## src/rtl/store_drain_arbiter.sv

```systemverilog
// In-order store write buffer arbitrating one D-cache port against load misses.
// Define STORE_COALESCE_EN to merge same-word retires into the tail-most entry.
module store_drain_arbiter #(
  parameter int WB_DEPTH   = 4,
  parameter int STARVE_MAX = 8,
  parameter int ADDR_W     = 32,
  parameter int DATA_W     = 32
) (
  input  logic                      clock,
  input  logic                      reset,
  input  logic [2:0]                ret_valid,
  input  logic [3*ADDR_W-1:0]       ret_addr,
  input  logic [3*DATA_W-1:0]       ret_data,
  input  logic [11:0]               ret_bytes,
  output logic [$clog2(WB_DEPTH):0] wb_space,
  output logic                      wb_empty,
  output logic                      overflow_err,
  input  logic                      load_req,
  input  logic [ADDR_W-1:0]         load_addr,
  output logic                      load_grant,
  output logic                      load_done,
  output logic                      dc_req,
  output logic                      dc_we,
  output logic [ADDR_W-1:0]         dc_addr,
  output logic [DATA_W-1:0]         dc_wdata,
  output logic [3:0]                dc_be,
  input  logic                      dc_ack
);

  localparam int PW = $clog2(WB_DEPTH);
  localparam int CW = PW + 1;
  localparam int SW = $clog2(STARVE_MAX + 1);

  typedef enum logic [1:0] {
    IDLE,
    STORE_BUSY,
    LOAD_BUSY
  } state_t;

  state_t state, state_n;

  logic [ADDR_W-1:0] addr_q [WB_DEPTH];
  logic [ADDR_W-1:0] addr_n [WB_DEPTH];
  logic [DATA_W-1:0] data_q [WB_DEPTH];
  logic [DATA_W-1:0] data_n [WB_DEPTH];
  logic [3:0]        be_q   [WB_DEPTH];
  logic [3:0]        be_n   [WB_DEPTH];
  logic [WB_DEPTH-1:0] vld_q, vld_n;

  logic [PW-1:0] head, tail, tail_n;
  logic [CW-1:0] space, space_n, used, pcnt;
  logic [SW-1:0] starve;

  logic full, conflict, pop, ovf;
  logic grant, store_go;

`ifdef STORE_COALESCE_EN
  logic [PW-1:0] last;
  logic          last_ok;
`endif

  assign wb_space = space;
  assign wb_empty = (space == CW'(WB_DEPTH));
  assign full     = (space == '0);
  assign pop      = (state == STORE_BUSY) && dc_ack;

  assign pcnt = CW'(ret_valid[0]) + CW'(ret_valid[1]) + CW'(ret_valid[2]);
  assign ovf  = (pcnt > space);

  always_comb begin
    conflict = 1'b0;
    for (int i = 0; i < WB_DEPTH; i++) begin
      if (vld_q[i] &&
          addr_q[i][ADDR_W-1:2] == load_addr[ADDR_W-1:2])
        conflict = 1'b1;
    end
  end

  always_comb begin
    state_n  = state;
    grant    = 1'b0;
    store_go = 1'b0;
    unique case (state)
      IDLE: begin
        if (!wb_empty &&
            (full || starve == SW'(STARVE_MAX) ||
             conflict || !load_req)) begin
          store_go = 1'b1;
          state_n  = STORE_BUSY;
        end else if (load_req) begin
          grant   = 1'b1;
          state_n = LOAD_BUSY;
        end
      end
      STORE_BUSY: if (dc_ack) state_n = IDLE;
      LOAD_BUSY:  if (dc_ack) state_n = IDLE;
      default:    state_n = IDLE;
    endcase
  end

  assign load_grant = grant && !reset;
  assign load_done  = (state == LOAD_BUSY) && dc_ack && !reset;

  always_comb begin
    addr_n  = addr_q;
    data_n  = data_q;
    be_n    = be_q;
    vld_n   = vld_q;
    tail_n  = tail;
    used    = '0;
`ifdef STORE_COALESCE_EN
    last    = tail - PW'(1);
    last_ok = !wb_empty;
`endif
    if (pop) vld_n[head] = 1'b0;
    for (int k = 0; k < 3; k++) begin
      if (ret_valid[k]) begin
`ifdef STORE_COALESCE_EN
        // The head is frozen once it is issuing or about to issue.
        if (last_ok &&
            addr_n[last][ADDR_W-1:2] ==
              ret_addr[k*ADDR_W+2 +: ADDR_W-2] &&
            !(last == head &&
              (state == STORE_BUSY || store_go))) begin
          for (int b = 0; b < 4; b++) begin
            if (ret_bytes[4*k+b])
              data_n[last][8*b +: 8] = ret_data[k*DATA_W+8*b +: 8];
          end
          be_n[last] = be_n[last] | ret_bytes[4*k +: 4];
        end else
`endif
        if (used < space) begin
          addr_n[tail_n] = ret_addr[k*ADDR_W +: ADDR_W];
          data_n[tail_n] = ret_data[k*DATA_W +: DATA_W];
          be_n[tail_n]   = ret_bytes[4*k +: 4];
          vld_n[tail_n]  = 1'b1;
`ifdef STORE_COALESCE_EN
          last           = tail_n;
          last_ok        = 1'b1;
`endif
          tail_n         = tail_n + PW'(1);
          used           = used + CW'(1);
        end
      end
    end
  end

  assign space_n = space + CW'(pop) - used;

  always_ff @(posedge clock) begin
    addr_q <= addr_n;
    data_q <= data_n;
    be_q   <= be_n;
  end

  always_ff @(posedge clock) begin
    if (reset) begin
      state        <= IDLE;
      head         <= '0;
      tail         <= '0;
      space        <= CW'(WB_DEPTH);
      vld_q        <= '0;
      overflow_err <= 1'b0;
      starve       <= '0;
      dc_req       <= 1'b0;
      dc_we        <= 1'b0;
      dc_addr      <= '0;
      dc_wdata     <= '0;
      dc_be        <= '0;
    end else begin
      state <= state_n;
      tail  <= tail_n;
      space <= space_n;
      vld_q <= vld_n;
      if (pop) head <= head + PW'(1);
      if (ovf) overflow_err <= 1'b1;
      if (pop)
        starve <= '0;
      else if (grant && !wb_empty)
        starve <= starve + SW'(1);
      if (store_go) begin
        dc_req   <= 1'b1;
        dc_we    <= 1'b1;
        dc_addr  <= addr_q[head];
        dc_wdata <= data_q[head];
        dc_be    <= be_q[head];
      end else if (grant) begin
        dc_req   <= 1'b1;
        dc_we    <= 1'b0;
        dc_addr  <= load_addr;
        dc_wdata <= '0;
        dc_be    <= '0;
      end else if (dc_ack && state != IDLE) begin
        dc_req <= 1'b0;
        dc_we  <= 1'b0;
      end
    end
  end

endmodule
```

## config.mk

```make
export PLATFORM = sky130hd
export DESIGN_NAME = store_drain_arbiter
export DESIGN_NICKNAME = d
export VERILOG_FILES = /design/src/rtl/store_drain_arbiter.sv
export SDC_FILE = /design/constraint.sdc
export NUM_CORES = 1
export LEC_CHECK = 0
export ABC_AREA = 1
export CAP_MARGIN = 30
export CORE_MARGIN = 10
export CORE_UTILIZATION = 40
export DETAILED_ROUTE_END_ITERATION = 8
export SYNTH_ARGS = -nofsm -noshare
export SYNTH_HDL_FRONTEND = slang
export SYNTH_SLANG_ARGS = --single-unit
```

## constraint.sdc

```tcl
create_clock -name clock -period 2.9 [get_ports clock]
set_input_delay 0.58 -clock clock [delete_from_list [all_inputs] [get_ports clock]]
set_output_delay 0.58 -clock clock [all_outputs]
set_load 0.05 [all_outputs]
```

==> flow_summary.json <==
{
  "status": "complete, but fails checks",
  "violations": "setup timing",
  "yosys.area_share.simple_pct": 26.3,
  "synth_mux_area_share_pct": 7.77,
  "worst_path_max_delay_cell": "dfxtp_4",
  "crit_type": "reg2out",
  "clock_path_buffers": 3,
  "synth_top_family_by_area": "simple AND/OR/NAND/NOR gates",
  "totalWireLength_um": 101000,
  "drtIter0Drc": 2411,
  "syn_to_final_growth_pct": 35.3,
  "reg2reg_depth": 20,
  "cp-end-kind": "primary output",
  "drive_gt1_share_pct": 12.5,
  "drc_errors": 0,
  "wl_per_cell_um": 20.1,
  "cts.sink_count": 360,
  "gr-usage-all-layers_pct": 27.8,
  "synth_compound_area_share_pct": 21.5,
  "worst_slack_ns": -0.0652,
  "cp.buffers_inverters": 4,
  "core_um2": 57700,
  "yosys_register_bits": 360,
  "place.gp.congestion": 1.05,
  "hold_buffers": 0,
  "arrival_ns": 2.39,
  "vias_per_cell": 5.24,
  "hp-class": "in2reg",
  "setup_violations": 1,
  "rrSetupSlack_ns": 0.06,
  "start_kind": "register",
  "dieArea_um2": 68400,
  "ys_seq_area_share_pct": 30.9,
  "worst-path-stages": 11,
  "cap_viol_max_count": 0,
  "clk_pin_slew_ns": 0.06,
  "first_pass_iters": 7,
  "avgSynthCellArea_um2": 6.26,
  "final.period_utilization_pct": 102,
  "antenna_found_initial": 28,
  "start_util_pct": 40.4,
  "path_cells": "inv_4 > nand2_4 > nor2_4 > buf_6 > a311oi_2 > buf_4 > nand3_4 > nor2_4 > nor2_8 > nor4_4 > buf_6",
  "final_antenna_net_count": 0,
  "path_max_fanout": 2,
  "die_w_um": 261,
  "post-dp-hpwl_um": 72100,
  "grt_max_degree": 75,
  "max_slew_margin_pct": 44.9,
  "slew_viol_final": 0,
  "pwr-share-seq_pct": 25.0,
  "syn_area_um2": 23300,
  "io_pins": 320,
  "fin_nets": 4470,
  "comb_power_share_pct": 59.4,
  "cts_buffers": 45,
  "finalPower_mw": 36.9,
  "ir_drop_v": 0.000690,
  "synthesis.nets": 3999,
  "worst_pin_slew_ns": 0.826,
  "cts_root_buf": "clkbuf_16",
  "ys_types": 43,
  "p_leak_nw": 15.3,
  "finClkSkew_ns": 0.0290,
  "cts_tree": "built",
  "vias": 26300,
  "grt_first_pass_wirelength_um": 148000,
  "pwr-share-clk_pct": 15.7,
  "ys.warnings.count": 0,
  "synth_fa_ha_area_share_pct": 1.67,
  "power_density_nw_per_um2": 1170,
  "crit_family": "simple AND/OR/NAND/NOR gates",
  "clock_latency_ns": 0.62,
  "die_y_um": 261,
  "swShare_pct": 46.7,
  "h-tree-depth": 2,
  "critPathRequiredTime_ns": 2.32,
  "first_global_vias": 24400,
  "whs_ns": 0.400,
  "whs_path_depth": 2,
  "switchingPower_mw": 17.3,
  "finalCriticalPeriod_ns": 2.97,
  "syn_inst": 3726,
  "postLayoutCoreUtil_pct": 54.7,
  "fmax_ghz": 0.337,
  "max_stage_delay_ns": 0.35,
  "intPower_mw": 19.7,
  "grt_overflow": 0,
  "rows": 88,
  "hold_viol": 0,
  "setup_tns_ns": -0.0652,
  "rsz0062_at_grt": "true",
  "synth_xor_area_share_pct": 1.65,
  "io_buffers": 319
}
cells by family after synthesis:
group / after synthesis
muxes: 181
buffers and inverters: 549
adders and majority gates: 30
and+or+nand+nor: 1584
DFF: 360
xor gates and xnor gates: 44
AOI/OAI and AO/OA: 978
worst paths after layout:
kind                     start      endpoint
setup / recovery   wb_space[1]    load_grant
hold / removal           reset   wb_space[1]
setup reg to reg   wb_space[2]   wb_space[2]
hold reg to reg   overflow_err  overflow_err
through the flow:
step | setup slack [ns] | std cells | instance area (µm²)
finish | -0.0652 | 5013 | 31600
global route | -0.172 | 5005 | 31500
CTS | -0.313 | 4986 | 31200
detailed placement | -0.620 | 4895 | 29600
global placement | -0.623 | 4895 | 29600
floorplan | 0.0215 | 3726 | 23400
layout make-up:
| type | count | area, µm² |
|---|---|---|
| Antenna cell | 15 | 37.5 |
| Fill cell | 5775 | 26100 |
| Clock inverter | 19 | 203 |
| Timing Repair Buffer | 675 | 6690 |
| Tap cell | 765 | 957 |
| Multi-Input combinational cell | 2818 | 14000 |
| Clock buffer | 64 | 1290 |
| Inverter | 297 | 1130 |
| Sequential cell | 360 | 7230 |
placed cells by master, fill, tap and decap left out, drive strengths merged:
master         synthesis  final
nor2b                  1      1
clkinv                 2     12
a21boi                 3      3
clkinvlp               0      4
clkbuf               125     72
ha                    28     28
o22ai                 50     50
clkdlybuf4s15          0      1
dfxtp                360    360
clkdlybuf4s50          0    284
xnor2                 32     32
fa                     2      2
nor3                   3      3
diode                  0     15
inv                  295    298
o211ai                 1      1
nand2               1214   1215
dlymetal6s2s           0      4
nor2                 281    281
nand4                 21     21
and3                   2      2
a211oi                 1      1
a221oi                 4      4
dlygate4sd2            0     25
nand3b                 3      3
and2                   1      1
a311oi                 1      1
a21oi                115    115
o21ai                803    803
buf                  127    353
mux2i                181    181
nand3                 57     57
bufinv                 0      2
xor2                  12     12
nor4                   1      1
registers in the layout, indices dropped and copies added (netlist names), 2 cells and up:
signal / flops
vld_q: 4
be_q: 16
wb_space: 3
addr_q: 128
dc_be: 4
data_q: 128
tail: 2
head: 2
starve: 4
state: 2
dc_wdata: 32
dc_addr: 32
timing repair:
| action | 4_1_cts | 5_1_grt |
|---|---|---|
| pin swaps | 19 | 24 |
| endpoints found under the setup margin | 2 | 278 |
| cloned | 0 | 7 |
| resized for setup | 54 | 65 |
| setup buffers | 8 | 5 |
layer usage:
metal / up-vias / wire length (µm) / share of wire, % / GRT usage, %
met5: - / 192 / 0.19 / 0
met3: 229 / 8290 / 8.2 / 6.07
li1: 13100 / - / - / -
met1: 11900 / 41300 / 41 / 34.6
met4: 28 / 4110 / 4.1 / 11.5
met2: 1085 / 46800 / 46 / 45.9
power by group through the flow:
stage | clock network, mW | registers (mW) | logic (mW)
after floorplan | 0 | 10.1 | 12.1
after global placement | 0 | 9.20 | 20.7
after detailed placement | 0 | 9.22 | 20.9
after CTS | 5.88 | 9.15 | 21.1
after global routing | 6.06 | 9.50 | 24.1
final | 5.79 | 9.22 | 21.9
synth_stat cells (all sizes together):
master / instances / area (µm²)
o22ai: 50 / 313
nor2b: 1 / 6.26
a211oi: 1 / 7.51
xnor2: 32 / 280
nand3: 57 / 285
fa: 2 / 40.0
and3: 2 / 12.5
o211ai: 1 / 7.51
nor2: 281 / 1080
clkbuf: 125 / 470
ha: 28 / 350
nand2: 1214 / 4570
a21oi: 115 / 579
dfxtp: 360 / 7210
o21ai: 803 / 4030
mux2i: 181 / 1810
a221oi: 4 / 35.0
xor2: 12 / 105
a21boi: 3 / 22.5
nand3b: 3 / 22.5
nand4: 21 / 131
inv: 295 / 1110
buf: 127 / 795
clkinv: 2 / 8.75
a311oi: 1 / 15.0
and2: 1 / 6.26
nor4: 1 / 6.26
nor3: 3 / 15.0
Power figures use the tool's default switching activity.
